$ cat config.mk
export PLATFORM = sky130hd
export DESIGN_NAME = serial_xor_sequencer
export DESIGN_NICKNAME = d
export VERILOG_FILES = /design/src/rtl/serial_xor_pkg.sv /design/src/rtl/sxs_bit_counter.sv /design/src/rtl/serial_xor_sequencer.sv
export SDC_FILE = /design/constraint.sdc
export NUM_CORES = 1
export LEC_CHECK = 0
export ABC_AREA = 1
export CAP_MARGIN = 0
export CORE_UTILIZATION = 50
export CTS_CLUSTER_SIZE = 12
export DETAILED_ROUTE_END_ITERATION = 7
export PLACE_DENSITY_LB_ADDON = 0.2
export SETUP_SLACK_MARGIN = 0.1
export SLEW_MARGIN = 20
export SYNTH_ARGS = -nofsm -noshare
export SYNTH_HDL_FRONTEND = slang
export SYNTH_SLANG_ARGS = --single-unit
$ cat constraint.sdc
create_clock -name i_clk -period 1.54 [get_ports i_clk]
set_input_delay 0.308 -clock i_clk [delete_from_list [all_inputs] [get_ports i_clk]]
set_output_delay 0.308 -clock i_clk [all_outputs]
set_load 0.05 [all_outputs]
$ cat src/rtl/serial_xor_pkg.sv
// Shared types and defaults for the serial XOR sequencer.
package serial_xor_pkg;

   localparam int SXS_DEFAULT_WIDTH = 8;

   typedef enum logic [1:0] {
      IDLE = 2'd0,
      RUN  = 2'd1,
      DONE = 2'd2
   } sxs_state_t;

   // Bit counter width able to hold every value 0..width
   function automatic int sxs_cnt_width(input int width);
      return $clog2(width + 1);
   endfunction

endpackage

$ cat src/rtl/sxs_bit_counter.sv
// Bit-position counter for the serial XOR sequencer; o_last flags the final bit (WIDTH-1).
module sxs_bit_counter
   import serial_xor_pkg::*;
#(
   parameter int WIDTH = SXS_DEFAULT_WIDTH
) (
   input  logic i_clk,
   input  logic i_rst,
   input  logic i_clr,
   input  logic i_en,
   output logic o_last
);

   localparam int CW = sxs_cnt_width(WIDTH);

   logic [CW-1:0] r_cnt;

   // Counter register: clear on a new operation, step once per serial bit
   always_ff @(posedge i_clk) begin
      if (i_rst) begin
         r_cnt <= '0;
      end else if (i_clr) begin
         r_cnt <= '0;
      end else if (i_en) begin
         r_cnt <= r_cnt + CW'(1);
      end else begin
         r_cnt <= r_cnt;
      end
   end

   assign o_last = (r_cnt == CW'(WIDTH - 1));

endmodule

$ cat src/rtl/serial_xor_sequencer.sv
// Time-shares one external combinational Xor cell to XOR two WIDTH-bit operands, LSB first.
// Optional running parity output is enabled with the SXS_PARITY_EN macro.
module serial_xor_sequencer
   import serial_xor_pkg::*;
#(
   parameter int WIDTH = SXS_DEFAULT_WIDTH
) (
   input  logic             i_clk,
   input  logic             i_rst,
   input  logic             i_start,
   input  logic [WIDTH-1:0] i_a_in,
   input  logic [WIDTH-1:0] i_b_in,
   output logic             o_xor_a,
   output logic             o_xor_b,
   input  logic             i_xor_res,
   output logic             o_busy,
   output logic             o_done,
   output logic [WIDTH-1:0] o_result
`ifdef SXS_PARITY_EN
   ,
   output logic             o_parity
`endif
);

   sxs_state_t       r_state;
   sxs_state_t       w_state_next;
   logic [WIDTH-1:0] r_opa;
   logic [WIDTH-1:0] r_opb;
   logic [WIDTH-1:0] r_result;
   logic [WIDTH-1:0] w_result_next;
   logic             w_accept;
   logic             w_run;
   logic             w_last;

   assign w_accept = (r_state == IDLE) && i_start;
   assign w_run    = (r_state == RUN);

   // New bit from the shared cell enters at the MSB so the LSB-first stream lands in place
   assign w_result_next = (r_result >> 1) | (WIDTH'(i_xor_res) << (WIDTH - 1));

   sxs_bit_counter #(
      .WIDTH (WIDTH)
   ) u_bit_counter (
      .i_clk  (i_clk),
      .i_rst  (i_rst),
      .i_clr  (w_accept),
      .i_en   (w_run),
      .o_last (w_last)
   );

   // FSM state register
   always_ff @(posedge i_clk) begin
      if (i_rst) begin
         r_state <= IDLE;
      end else begin
         r_state <= w_state_next;
      end
   end

   // FSM next-state logic
   always_comb begin
      w_state_next = r_state;
      case (r_state)
         IDLE:    w_state_next = i_start ? RUN : IDLE;
         RUN:     w_state_next = w_last ? DONE : RUN;
         DONE:    w_state_next = IDLE;
         default: w_state_next = IDLE;
      endcase
   end

   // FSM outputs; the Xor cell inputs are parked at zero outside RUN
   always_comb begin
      o_busy  = 1'b0;
      o_done  = 1'b0;
      o_xor_a = 1'b0;
      o_xor_b = 1'b0;
      case (r_state)
         RUN: begin
            o_busy  = 1'b1;
            o_xor_a = r_opa[0];
            o_xor_b = r_opb[0];
         end
         DONE: begin
            o_done = 1'b1;
         end
         default: begin
            o_busy = 1'b0;
         end
      endcase
   end

   // Operand shift registers and result assembly
   always_ff @(posedge i_clk) begin
      if (i_rst) begin
         r_opa    <= '0;
         r_opb    <= '0;
         r_result <= '0;
      end else if (w_accept) begin
         r_opa    <= i_a_in;
         r_opb    <= i_b_in;
         r_result <= '0;
      end else if (w_run) begin
         r_opa    <= r_opa >> 1;
         r_opb    <= r_opb >> 1;
         r_result <= w_result_next;
      end else begin
         r_opa    <= r_opa;
         r_opb    <= r_opb;
         r_result <= r_result;
      end
   end

   assign o_result = r_result;

`ifdef SXS_PARITY_EN
   logic r_parity;

   // Running parity of the bits returned by the Xor cell
   always_ff @(posedge i_clk) begin
      if (i_rst) begin
         r_parity <= 1'b0;
      end else if (w_accept) begin
         r_parity <= 1'b0;
      end else if (w_run) begin
         r_parity <= r_parity ^ i_xor_res;
      end else begin
         r_parity <= r_parity;
      end
   end

   assign o_parity = r_parity;
`endif

endmodule

# == Word-level counts from Yosys, hierarchy flattened ==
# Cells that the tools add are included.
# op_classes
n_addsub,1
eq_ne,3
mux,11
bitwise,1
reduce_logical,4
# ops
cell,n
8-bit two-way mux,4
7-bit by 8-bit bitwise OR with 8-bit output,1
1-bit two-way mux,5
4-bit by 1-bit adder with 4-bit output (second input constant),1
4-bit by 3-bit equality test with 1-bit output (second input constant),1
2-bit case mux with 2 select lines,1
2-bit by 1-bit equality test with 1-bit output (second input constant),1
2-bit equality test (second input constant),1
2-bit zero test,1
2-bit two-way mux,1
2-bit nonzero test,1
2-bit OR reduction,1
1-bit logical AND,1
# word_totals
ff_bits,30
inputBits,20
out_inout_bits,12
elab_cells,25

# == Longest topological paths before layout ==
# logic_depth
ltp_word,3
ltp_mapped,7
mapped_depth_nobuf,6

# == Modules after synthesis ==
# From an unflattened synthesis, not the netlist that was laid out.
# hier_totals
cells_unflattened,206
area_unflattened_um2,1453.9
# modules_own_cells
mod,instances,cells_per_inst,area_each_um2
serial_xor_sequencer,1,182,1280.0
sxs_bit_counter,1,24,173.9

# == Worst setup path after synthesis ==
# No wires, ideal clock.
# synth_path
path_type,flip-flop to output port
start,register r_state[1]
end,output port o_done
arrival_ns,1.368
t_required_ns,1.232
path_slack_ns,-0.136
path_stages_with_launch,4
cell_sequence,dfxtp_1 > inv_2 > buf_2 > nor2_1
# synth_via
elab_chain_len,2
# synth_lines
element,line_no,text
"start, declared",serial_xor_sequencer.sv:25,sxs_state_t r_state;
"start signal, assigned",serial_xor_sequencer.sv:56,r_state <= w_state_next;
2-bit equality test,serial_xor_sequencer.sv:77,case (r_state)
1-bit two-way mux,serial_xor_sequencer.sv:77,
"end, declared",serial_xor_sequencer.sv:17,"output logic o_done,"
# No other way between the ends.

# == Final worst setup path ==
# layout_path
start,register r_state[1]
end,output port o_xor_b
# layout_via
elab_chain_len,2
# layout_lines
element,line_no,text
2-bit by 1-bit equality test with 1-bit output,serial_xor_sequencer.sv:77,
1-bit two-way mux,serial_xor_sequencer.sv:77,
"end, declared",serial_xor_sequencer.sv:14,"output logic o_xor_b,"
# No other way between the ends.

==> flow_summary.ini <==
[place]
dp_slack_ns = -0.002362
portBuffers = 31
gp_congestion = 0.7725
dp_cells = 273
dp_hpwl_um = 2369

[setup_path]
max_stage_delay_ns = 0.37
path_cells = inv_6, nand2_8, nor2_4, buf_12
endpoint_kind = output port
crit_slowest_cell = dfxtp_4
worstPathArrival_ns = 1.13
reg2reg_depth = 7
crit_required_ns = 1.23
worstSetupPathType = reg -> out
crit_fanout = 4
start_kind = register

[layout]
drive_gt1_share_pct = 24.42
fillCellCount = 204
finalNetCount = 278
layoutNonFillerInstCount = 289
antenna_cells = 0
area_growth_pct = 45.63

[cts]
cts_tree = done
clk_latency_ns = 0.32
cts_hold_buf = 0
clkTransAtPathRegs_ns = 0.09
cts-root-buf = clkbuf_4
max-clock-path-buffers = 2
cts_made_buffers = 5
clkSinkCount = 30
htree_levels = 2

[sta]
worst_hold_slack_ns = 0.4680
fin_worst_skew_ns = 0.008575
finalCriticalPeriod_ns = 1.438
fmax_mhz = 695.6
worstMarginPinSlew_ns = 0.2604
setup_viol = 0
setup_ws_ns = 0.1024
finalHoldViolCount = 0
relSlewSlack_pct = 82.59
rsz0062_at_grt = yes
period_share_pct = 93.35
finalMaxSlewViolations = 0

[power]
power.density_mw_per_mm2 = 785.3
leakagePower_uw = 0.0009365
power_uw = 1687
vdd_drop_max_uv = 794.8

[die]
ios = 32
die_h_um = 56.32
core_mm2 = 0.002781
start_util_pct = 53.04
die_w_um = 56.32
dieArea_mm2 = 0.003171
rows = 19

[grt]
grt_antenna_before_repair = 0
grt_max_degree = 19
grt_pass1_vias = 1474
grt_pass1_wl_um = 6044
grt_overflow = 0
grt_usage_pct = 24.33

[logic_synthesis]
synth_area_per_cell_um2 = 6.991
ys_types = 20
synth_seq_area_share_pct = 40.71
ys_seq_elements = 30
synth_fp_nets = 232
yosysWarnings = 0
netlist_area_mm2 = 0.001475
synthCells = 211

[routing]
wl_um = 3703
via_per_inst = 5.215
via_count = 1507
routedWlPerCell_um = 12.81
first_pass_iters = 4
drc_errors = 0
ant_nets = 0
drtIter0Drc = 80

[hold_path]
hp-class = reg -> reg
whs_path_depth = 2

[run]
maxCapViolCount = 0

[run_status]
status = finished, final reports clean
[flip-flops by register name, indices dropped and copies added, names as in the netlist]
| register | cells |
|---|---|
| o_result | 8 |
| r_opb | 8 |
| u_bit_counter.r_cnt | 4 |
| r_opa | 8 |
| r_state | 2 |
[cells in the mapped netlist (all sizes together)]
cell type  instances  area [um2]
a21oi             24       161.4
buf               12       81.32
clkbuf             1       5.000
dfxtp             30       600.6
ha                 1       12.51
inv               22       82.58
nand2             75       291.5
nand3             28       140.1
nor2              15       71.32
nor3               1       5.000
nor3b              1       7.510
o21ai              1       16.27
[per-stage QoR]
| step | cell area (um2) | TNS, ns | util [%] |
|---|---|---|---|
| floorplan | 1478 | -0.2618 | - |
| global placement | 1958 | 0 | 70.40 |
| detailed placement | 1958 | -0.002362 | 70.40 |
| CTS | 2102 | 0 | 75.57 |
| global route | 2148 | 0 | 77.24 |
| finish | 2148 | 0 | 77.24 |
[critical path: cells and delay by family (launching register included)]
family | cells | cell delay [ns]
buffers and inverters | 2 | 0.23
AND/OR/NAND/NOR | 2 | 0.19
flip-flops | 1 | 0.37
[where the power goes]
part | switching [uW] | internal (uW) | total [uW]
Clock | 263 | 221 | 484
Sequential | 29.6 | 812 | 842
Combinational | 188 | 173 | 361
[logic make-up (layout without fill, tap and decap cells)]
kind of cell             count (synthesis)  count (layout)  share of synthesized area (%)
AO/OA/AOI/OAI                           25              25                          12.04
AND/OR/NAND/NOR                        120             120                          34.94
adder cells (fa/ha/maj)                  1               1                         0.8480
buffers and inverters                   35              82                          11.45
flip-flops                              30              30                          40.71
[repair_timing]
| action | in CTS | in global routing |
|---|---|---|
| setup buffers | 5 | 3 |
| gates resized for setup | 14 | 2 |
| setup endpoints to repair | 4 | 3 |
| pin swaps | 1 | 1 |
[final cells by class]
class / instances / area (um2) / share of cell area [%]
Clock buffer: 7 / 55.05 / 2.563
Clock inverter: 1 / 5.005 / 0.2330
Inverter: 22 / 87.58 / 4.077
Multi-Input combinational cell: 146 / 742.0 / 34.54
Sequential cell: 30 / 608.1 / 28.31
Tap cell: 31 / 38.79 / 1.805
Timing Repair Buffer: 52 / 611.8 / 28.48
[routing by layer]
metal,track usage [%],share of wire [%]
met1,29.45,45
met2,41.16,49
met3,5.069,4.6
met4,11.50,1.4
met5,0,0
[path summary, 6_finish.rpt]
kind                                    end  slack (ns)        start
worst max-delay path                o_xor_b        0.10   r_state[1]
worst min-delay path            o_result[0]        0.47  o_result[0]
worst max register to register     r_opa[1]        0.22   r_state[0]
worst min register to register  o_result[0]        0.47  o_result[0]
[cells in the final DEF, fill, tap and decap left out, drive strengths merged, types with 7 or more instances in the layout]
cell type	Yosys	layout
clkbuf	1	7
a21oi	24	24
buf	12	33
dfxtp	30	30
clkdlybuf4s50	0	19
nand2	75	75
nor2	15	15
nand3	28	28
inv	22	22
Power figures use the tool's default switching activity.
